==> config.mk <==
export PLATFORM = sky130hd
export DESIGN_NAME = crc_block_sequencer_flat
export DESIGN_NICKNAME = d
export VERILOG_FILES = /design/src/rtl/crc_block_sequencer_if.sv /design/src/rtl/crc_block_sequencer.sv /design/src/flat_wrapper.sv
export SDC_FILE = /design/constraint.sdc
export NUM_CORES = 1
export LEC_CHECK = 0
export ABC_AREA = 1
export BUFFER_PORTS_ARGS = -buffer_cell sky130_fd_sc_hd__buf_2
export CAP_MARGIN = 40
export CORE_ASPECT_RATIO = 2
export CORE_UTILIZATION = 50
export CTS_CLUSTER_DIAMETER = 100
export DETAILED_ROUTE_END_ITERATION = 8
export PLACE_DENSITY_LB_ADDON = 0.25
export SLEW_MARGIN = 20
export SYNTH_ARGS = -nofsm -noshare
export SYNTH_HDL_FRONTEND = slang
export SYNTH_SLANG_ARGS = --single-unit
==> constraint.sdc <==
create_clock -name clk -period 1.88 [get_ports clk]
set_clock_uncertainty 0.15 [all_clocks]
set_input_delay 0 -clock clk [delete_from_list [all_inputs] [get_ports clk]]
set_output_delay 0 -clock clk [all_outputs]
set_load 0.02 [all_outputs]
==> src/rtl/crc_block_sequencer_if.sv <==
// ---------------------------------------------------------------------------
// crc_block_sequencer_if
//
// Bundles the signals between the CRC block sequencer and its environment.
// The environment is the two requesters (write path and read path), their
// block buffers, and the CRC engine.
//
//   master : the sequencer side (drives grants, buffer reads, engine control,
//            result and completion pulses)
//   slave  : the environment side (drives requests, buffer data, expected
//            CRC and the engine result)
//
// Signals:
//   tx_req, rx_req     block requests from the write / read path (levels)
//   rx_expected[7:0]   CRC byte received from the pak, compared at the end
//   tx_gnt, rx_gnt     grant to the current owner
//   byte_addr[4:0]     buffer index of the byte being read
//   byte_rd            one-cycle read strobe, data valid one cycle later
//   byte_data[7:0]     byte returned by the granted requester's buffer
//   crc_clear          one-cycle engine clear pulse
//   crc_data[7:0]      byte presented to the engine
//   crc_start          one-cycle engine data_ready pulse
//   crc_result[7:0]    engine output register
//   crc_out[7:0]       final CRC of the block
//   tx_done, rx_done   one-cycle completion pulse for the owner
//   crc_match          read-path check result, valid with rx_done
// ---------------------------------------------------------------------------
interface crc_block_sequencer_if;
    logic       tx_req;
    logic       rx_req;
    logic [7:0] rx_expected;
    logic       tx_gnt;
    logic       rx_gnt;
    logic [4:0] byte_addr;
    logic       byte_rd;
    logic [7:0] byte_data;
    logic       crc_clear;
    logic [7:0] crc_data;
    logic       crc_start;
    logic [7:0] crc_result;
    logic [7:0] crc_out;
    logic       tx_done;
    logic       rx_done;
    logic       crc_match;

    modport master (
        input  tx_req, rx_req, rx_expected, byte_data, crc_result,
        output tx_gnt, rx_gnt, byte_addr, byte_rd, crc_clear, crc_data,
               crc_start, crc_out, tx_done, rx_done, crc_match
    );

    modport slave (
        output tx_req, rx_req, rx_expected, byte_data, crc_result,
        input  tx_gnt, rx_gnt, byte_addr, byte_rd, crc_clear, crc_data,
               crc_start, crc_out, tx_done, rx_done, crc_match
    );
endinterface

==> src/rtl/crc_block_sequencer.sv <==
// ---------------------------------------------------------------------------
// crc_block_sequencer
//
// This module arbitrates between the write path (tx) and the read path (rx) of
// a mempak controller. Each side requests a CRC over one block. For each block
// the module:
//   1. clears the CRC engine,
//   2. reads NBYTES bytes from the owner's buffer in address order,
//   3. feeds each byte to the engine, then a trailing 0x00 pad byte,
//   4. gives the engine BYTE_CYCLES+1 cycles to absorb each byte,
//   5. registers the final CRC and, for rx, compares it with rx_expected.
//
// Arbitration is round-robin. If both sides request in the same cycle, the
// side that was not served last wins. After reset, tx wins the first tie.
//
// Ports:
//   clk    single clock, rising edge
//   reset  asynchronous, active-high; abandons any block in progress
//   bus    crc_block_sequencer_if.master (see the interface file)
//
// Parameters:
//   NBYTES       data bytes per block (<= 32, addressed by byte_addr[4:0])
//   BYTE_CYCLES  engine cycles allowed per byte, 33..63
// ---------------------------------------------------------------------------
module crc_block_sequencer #(
    parameter int NBYTES      = 32,
    parameter int BYTE_CYCLES = 36
) (
    input  logic                          clk,
    input  logic                          reset,
    crc_block_sequencer_if.master         bus
);

    typedef enum logic [2:0] {
        IDLE,
        CLEAR,
        FETCH,
        WAIT_DATA,
        FEED,
        WAIT_ENG,
        FINAL,
        DONE
    } state_t;

    localparam logic [5:0] LAST_BYTE = 6'(NBYTES);
    localparam logic [5:0] WAIT_LOAD = 6'(BYTE_CYCLES);

    state_t     state;
    logic [5:0] byte_cnt;
    logic [5:0] wait_cnt;
    logic       owner_rx;
    logic       last_rx;
    logic       pick_rx;
    logic [5:0] next_cnt;

    // last_rx = 1 means rx was served most recently, so tx wins a tie.
    assign pick_rx  = bus.rx_req && (!bus.tx_req || !last_rx);
    assign next_cnt = byte_cnt + 6'd1;

    // Single sequencing process. Every output is a register that takes the
    // value belonging to the state being entered, so each pulse lines up
    // with its state. byte_rd is raised when FETCH is entered. The pad
    // step (byte_cnt == NBYTES) enters FETCH with no read.
    always_ff @(posedge clk or posedge reset) begin
        if (reset) begin
            state         <= IDLE;
            byte_cnt      <= 6'd0;
            wait_cnt      <= 6'd0;
            owner_rx      <= 1'b0;
            last_rx       <= 1'b1;
            bus.tx_gnt    <= 1'b0;
            bus.rx_gnt    <= 1'b0;
            bus.byte_addr <= 5'h00;
            bus.byte_rd   <= 1'b0;
            bus.crc_clear <= 1'b0;
            bus.crc_data  <= 8'h00;
            bus.crc_start <= 1'b0;
            bus.crc_out   <= 8'h00;
            bus.tx_done   <= 1'b0;
            bus.rx_done   <= 1'b0;
            bus.crc_match <= 1'b0;
        end else begin
            bus.byte_rd   <= 1'b0;
            bus.crc_clear <= 1'b0;
            bus.crc_start <= 1'b0;
            bus.tx_done   <= 1'b0;
            bus.rx_done   <= 1'b0;

            case (state)
                IDLE: begin
                    if (bus.tx_req || bus.rx_req) begin
                        owner_rx      <= pick_rx;
                        last_rx       <= pick_rx;
                        bus.tx_gnt    <= !pick_rx;
                        bus.rx_gnt    <= pick_rx;
                        bus.crc_clear <= 1'b1;
                        state         <= CLEAR;
                    end
                end

                CLEAR: begin
                    byte_cnt      <= 6'd0;
                    bus.byte_rd   <= (LAST_BYTE != 6'd0);
                    bus.byte_addr <= 5'h00;
                    state         <= FETCH;
                end

                FETCH: begin
                    if (byte_cnt == LAST_BYTE) begin
                        bus.crc_data  <= 8'h00;
                        bus.crc_start <= 1'b1;
                        state         <= FEED;
                    end else begin
                        state <= WAIT_DATA;
                    end
                end

                WAIT_DATA: begin
                    bus.crc_data  <= bus.byte_data;
                    bus.crc_start <= 1'b1;
                    state         <= FEED;
                end

                FEED: begin
                    wait_cnt <= WAIT_LOAD;
                    state    <= WAIT_ENG;
                end

                // The wait counter runs from BYTE_CYCLES down to 0. That gives
                // BYTE_CYCLES+1 cycles here before the next byte or FINAL.
                WAIT_ENG: begin
                    if (wait_cnt == 6'd0) begin
                        byte_cnt <= next_cnt;
                        if (next_cnt <= LAST_BYTE) begin
                            bus.byte_rd <= (next_cnt != LAST_BYTE);
                            if (next_cnt != LAST_BYTE) begin
                                bus.byte_addr <= next_cnt[4:0];
                            end
                            state <= FETCH;
                        end else begin
                            state <= FINAL;
                        end
                    end else begin
                        wait_cnt <= wait_cnt - 6'd1;
                    end
                end

                // A tx block never reports a match.
                FINAL: begin
                    bus.crc_out   <= bus.crc_result;
                    bus.crc_match <= owner_rx && (bus.crc_result == bus.rx_expected);
                    bus.tx_done   <= !owner_rx;
                    bus.rx_done   <= owner_rx;
                    state         <= DONE;
                end

                DONE: begin
                    bus.tx_gnt <= 1'b0;
                    bus.rx_gnt <= 1'b0;
                    state      <= IDLE;
                end

                default: begin
                    state <= IDLE;
                end
            endcase
        end
    end

endmodule

==> src/flat_wrapper.sv <==
// flat-port wrapper written by rule: the top's interface ports become plain ports
module crc_block_sequencer_flat 
#(
    parameter int NBYTES      = 32,
    parameter int BYTE_CYCLES = 36
)
  (clk, reset, bus_tx_req, bus_rx_req, bus_rx_expected, bus_byte_data, bus_crc_result, bus_tx_gnt, bus_rx_gnt, bus_byte_addr, bus_byte_rd, bus_crc_clear, bus_crc_data, bus_crc_start, bus_crc_out, bus_tx_done, bus_rx_done, bus_crc_match);
  crc_block_sequencer_if bus_i ();
  input  logic clk;
  input  logic reset;
  input wire logic [$bits(bus_i.tx_req)-1:0] bus_tx_req;
  input wire logic [$bits(bus_i.rx_req)-1:0] bus_rx_req;
  input wire logic [$bits(bus_i.rx_expected)-1:0] bus_rx_expected;
  input wire logic [$bits(bus_i.byte_data)-1:0] bus_byte_data;
  input wire logic [$bits(bus_i.crc_result)-1:0] bus_crc_result;
  output wire logic [$bits(bus_i.tx_gnt)-1:0] bus_tx_gnt;
  output wire logic [$bits(bus_i.rx_gnt)-1:0] bus_rx_gnt;
  output wire logic [$bits(bus_i.byte_addr)-1:0] bus_byte_addr;
  output wire logic [$bits(bus_i.byte_rd)-1:0] bus_byte_rd;
  output wire logic [$bits(bus_i.crc_clear)-1:0] bus_crc_clear;
  output wire logic [$bits(bus_i.crc_data)-1:0] bus_crc_data;
  output wire logic [$bits(bus_i.crc_start)-1:0] bus_crc_start;
  output wire logic [$bits(bus_i.crc_out)-1:0] bus_crc_out;
  output wire logic [$bits(bus_i.tx_done)-1:0] bus_tx_done;
  output wire logic [$bits(bus_i.rx_done)-1:0] bus_rx_done;
  output wire logic [$bits(bus_i.crc_match)-1:0] bus_crc_match;
  assign bus_i.tx_req = bus_tx_req;
  assign bus_i.rx_req = bus_rx_req;
  assign bus_i.rx_expected = bus_rx_expected;
  assign bus_i.byte_data = bus_byte_data;
  assign bus_i.crc_result = bus_crc_result;
  assign bus_tx_gnt = bus_i.tx_gnt;
  assign bus_rx_gnt = bus_i.rx_gnt;
  assign bus_byte_addr = bus_i.byte_addr;
  assign bus_byte_rd = bus_i.byte_rd;
  assign bus_crc_clear = bus_i.crc_clear;
  assign bus_crc_data = bus_i.crc_data;
  assign bus_crc_start = bus_i.crc_start;
  assign bus_crc_out = bus_i.crc_out;
  assign bus_tx_done = bus_i.tx_done;
  assign bus_rx_done = bus_i.rx_done;
  assign bus_crc_match = bus_i.crc_match;
  crc_block_sequencer #(.NBYTES(NBYTES), .BYTE_CYCLES(BYTE_CYCLES)) u_core (.clk(clk), .reset(reset), .bus(bus_i));
endmodule
==> flow_summary.json <==
{
  "status": "completed",
  "endpoint_kind": "flip-flop",
  "vdd_ir_drop_max_v": 0.000552,
  "cts_buffers": 5,
  "rsz0062_at_grt": "no",
  "slew_violations": 0,
  "cp_cell_sequence": "inv_1 > ha_1 > nand4_2 > a21oi_4 > nand2_4 > nand2_1 > o31ai_2",
  "cts_max_level": 2,
  "p_int_w": 0.00135,
  "r2r_end": "u_core.bus.byte_addr[1]$_DFFE_PP0P_",
  "cts.root.buffer_cell": "clkbuf_8",
  "syn_inst": 246,
  "pwr-share-seq_pct": 57.5,
  "setup_ws_ps": 116,
  "p_leak_nw": 1.46,
  "wirelength_um": 5380,
  "maxCapViolCount": 0,
  "synth.cell_area_sq_um": 2190,
  "r2r-start": "u_core.wait_cnt[0]$_DFFE_PP0P_",
  "grt_antenna_before_repair": 0,
  "vias": 1968,
  "crit_path_start_kind": "flip-flop",
  "rows": 33,
  "worstMarginPinSlew_ps": 411,
  "die_x_um": 48.8,
  "post-route-min-period_ps": 1760,
  "synth_top_area_share_pct": 51.4,
  "regToRegSetupSlack_ps": 120,
  "crit_type": "reg -> reg",
  "die_area_sq_um": 4670,
  "drt-pass1-iter-count": 4,
  "grt_pass1_wl_um": 8950,
  "first_global_vias": 2089,
  "crit_start": "u_core.wait_cnt[0]$_DFFE_PP0P_",
  "crit_path_end": "u_core.bus.byte_addr[1]$_DFFE_PP0P_",
  "grt_max_degree": 20,
  "rr_worst_depth": 7,
  "syn_to_final_growth_pct": 33.4,
  "slowest_delay_ps": 390,
  "io-pin-count": 57,
  "min_period_over_period_pct": 93.8,
  "worstSetupPathDepth": 7,
  "hp-class": "in -> async",
  "synth_seq_cells": 46,
  "cp.arrival_ps": 1800,
  "track_usage_pct": 25.7,
  "fp.coreArea_sq_um": 4130,
  "crit_fanout": 7,
  "cts.reportedPaths.clkPinSlew_ps": 80,
  "synth_area_leaders": "dfrtp_1 51%, nand2_1 13%, nand3_1 5.5%, inv_1 3.1%, xor2_1 2.8%",
  "final_nets": 372,
  "worst_slew_margin_rel_pct": 72.4,
  "overflow": 0,
  "required_ps": 1920,
  "cts_buffer_depth": 2,
  "p_sw_w": 0.000395,
  "max_freq_ghz": 0.567,
  "combPwrFrac_pct": 9.0,
  "clk_latency_ps": 300,
  "cts_tree": "done",
  "synth_xor_area_share_pct": 4.39,
  "insertedDiodeCount": 0,
  "via_per_inst": 5.01,
  "switching_share_pct": 22.7,
  "power_density_nw_per_um2": 595,
  "synthAdderAreaFrac_pct": 2.28,
  "final_antenna_net_count": 0,
  "yosys.area_share.simple_pct": 27.9,
  "yosysUniqueCellTypes": 34,
  "yosysTopAreaCell": "dfrtp_1",
  "port_buffers": 56,
  "synth_compound_gate_area_share_pct": 7.82,
  "setup-violations-final": 0,
  "yosysWarningCount": 0,
  "critPathBufInv": 1,
  "cts_resized": 0,
  "cp_slowest_cell": "dfrtp_1",
  "pre_cts_slack_ps": 122,
  "critPathTopFamily": "simple AND/OR/NAND/NOR gates",
  "synth_top_family_by_area": "simple AND/OR/NAND/NOR gates",
  "final_hold_viol_count": 0,
  "yosysSeqAreaShare_pct": 52.6,
  "syn_area_per_cell_sq_um": 8.91,
  "die_h_um": 95.6,
  "syn_nets": 278,
  "synthMuxAreaShare_pct": 0,
  "post-dp-hpwl_um": 3710,
  "cts_sinks": 46,
  "drtIter0Drc": 26,
  "wl_per_cell_um": 13.7,
  "drc": 0,
  "power.share.clock_pct": 33.5,
  "setup_tns_ps": 0,
  "drive_gt1_share_pct": 27.0,
  "initial_core_util_pct": 53.1,
  "place_congestion": 0.990
}
==> synthesized netlist by cell type, drive strengths merged <==
cell,instances
xor2,7
inv,26
nand3b,1
o21ai,14
nand2,81
nand4,4
a21oi,4
dfstp,1
o31ai,2
xnor2,4
a21boi,2
a31oi,1
o22ai,1
ha,4
o21bai,1
buf,2
dfrtp,45
or2,1
nor3,4
nor2,17
nand3,24
==> tightest hold or removal path, stage by stage <==
cell           delay [ps]
dlygate4sd3_1         540
buf_2                 130
inv_2                 220
==> cell families after synthesis <==
kind of cell,count (synthesis)
and+or+nand+nor,132
DFF,46
buffers and inverters,28
AOI/OAI and AO/OA,25
xor gates and xnor gates,11
adders and majority gates,4
==> stage by stage <==
stage / cell area, sq um / total power, W / cells / hold WS [ps] / util [%]
2_1_floorplan: 2190 / 0.00107 / 246 / -33.2 / -
3_3_place_gp: 2560 / 0.00112 / 357 / -196 / 62.1
3_5_place_dp: 2560 / 0.00113 / 357 / -191 / 62.1
4_1_cts: 2930 / 0.00175 / 393 / 28.0 / 70.8
5_1_grt: 2930 / 0.00180 / 393 / 78.7 / 70.8
6_report: 2930 / 0.00174 / 393 / 44.1 / 70.8
==> worst min path at each step <==
stage | startpoint | to | slack [ps] | cells after the start
2_1_floorplan | bus_crc_result[0] | u_core.bus.crc_out[0]$_DFFE_PP0N_ | -30 | 2
3_3_place_gp | reset | u_core.bus.tx_gnt$_DFFE_PP0P_ | -200 | 2
3_5_place_dp | reset | u_core.bus.tx_gnt$_DFFE_PP0P_ | -190 | 2
4_1_cts | reset | u_core.bus.tx_gnt$_DFFE_PP0P_ | 30 | 3
5_1_grt | reset | u_core.bus.tx_gnt$_DFFE_PP0P_ | 80 | 3
6_report | reset | u_core.bus.tx_gnt$_DFFE_PP0P_ | 40 | 3
==> sequential cells by signal, indices dropped and copies added (netlist names), 3 cells and up <==
register and flops:
u_core.bus.byte_addr 5, u_core.wait_cnt 6, u_core.byte_cnt 6, u_core.bus.crc_data 8, u_core.bus.crc_out 8, u_core.state 3
==> power groups by stage <==
stage	logic (W)	registers [W]	clock network, W
floorplan	0.0000384	0.00103	0
global placement	0.000103	0.00102	0
detailed placement	0.000105	0.00102	0
global route	0.000172	0.00100	0.000624
CTS	0.000152	0.00100	0.000593
finish	0.000156	0.00100	0.000583
==> repair_timing <==
item / 4_1_cts / 5_1_grt
hold buffers: 28 / 0
endpoints found under the hold margin: 68 / 0
setup buffers: 0 / 0
==> routing by layer <==
metal	share of wire (%)	wire, um	up-vias	global-route usage [%]
li1	-	-	974	-
met1	34	1820	926	22.6
met2	61	3270	57	53.8
met3	3.2	170	11	3.51
met4	2.4	130	0	13.2
met5	0	0	-	0
==> cells in the final DEF, fill, tap and decap left out, types with 7 or more instances in the layout <==
master | synthesis | layout
buf_2 | 2 | 56
dfrtp_1 | 45 | 45
dlygate4sd3_1 | 0 | 28
inv_1 | 18 | 17
inv_2 | 7 | 8
nand2_1 | 76 | 76
nand3_1 | 24 | 24
nor2_1 | 12 | 12
o21ai_0 | 9 | 9
xor2_1 | 7 | 7
==> cell type report <==
cell class                 instances  area [sq um]
sequential                        46          1150
timing repair buffer              89           598
inverter                          26           100
tap                               52          65.1
clock buffer                       8          80.1
multi-input combinational        172           930
fill                             335          1200
(Power assumes the default switching activity.)
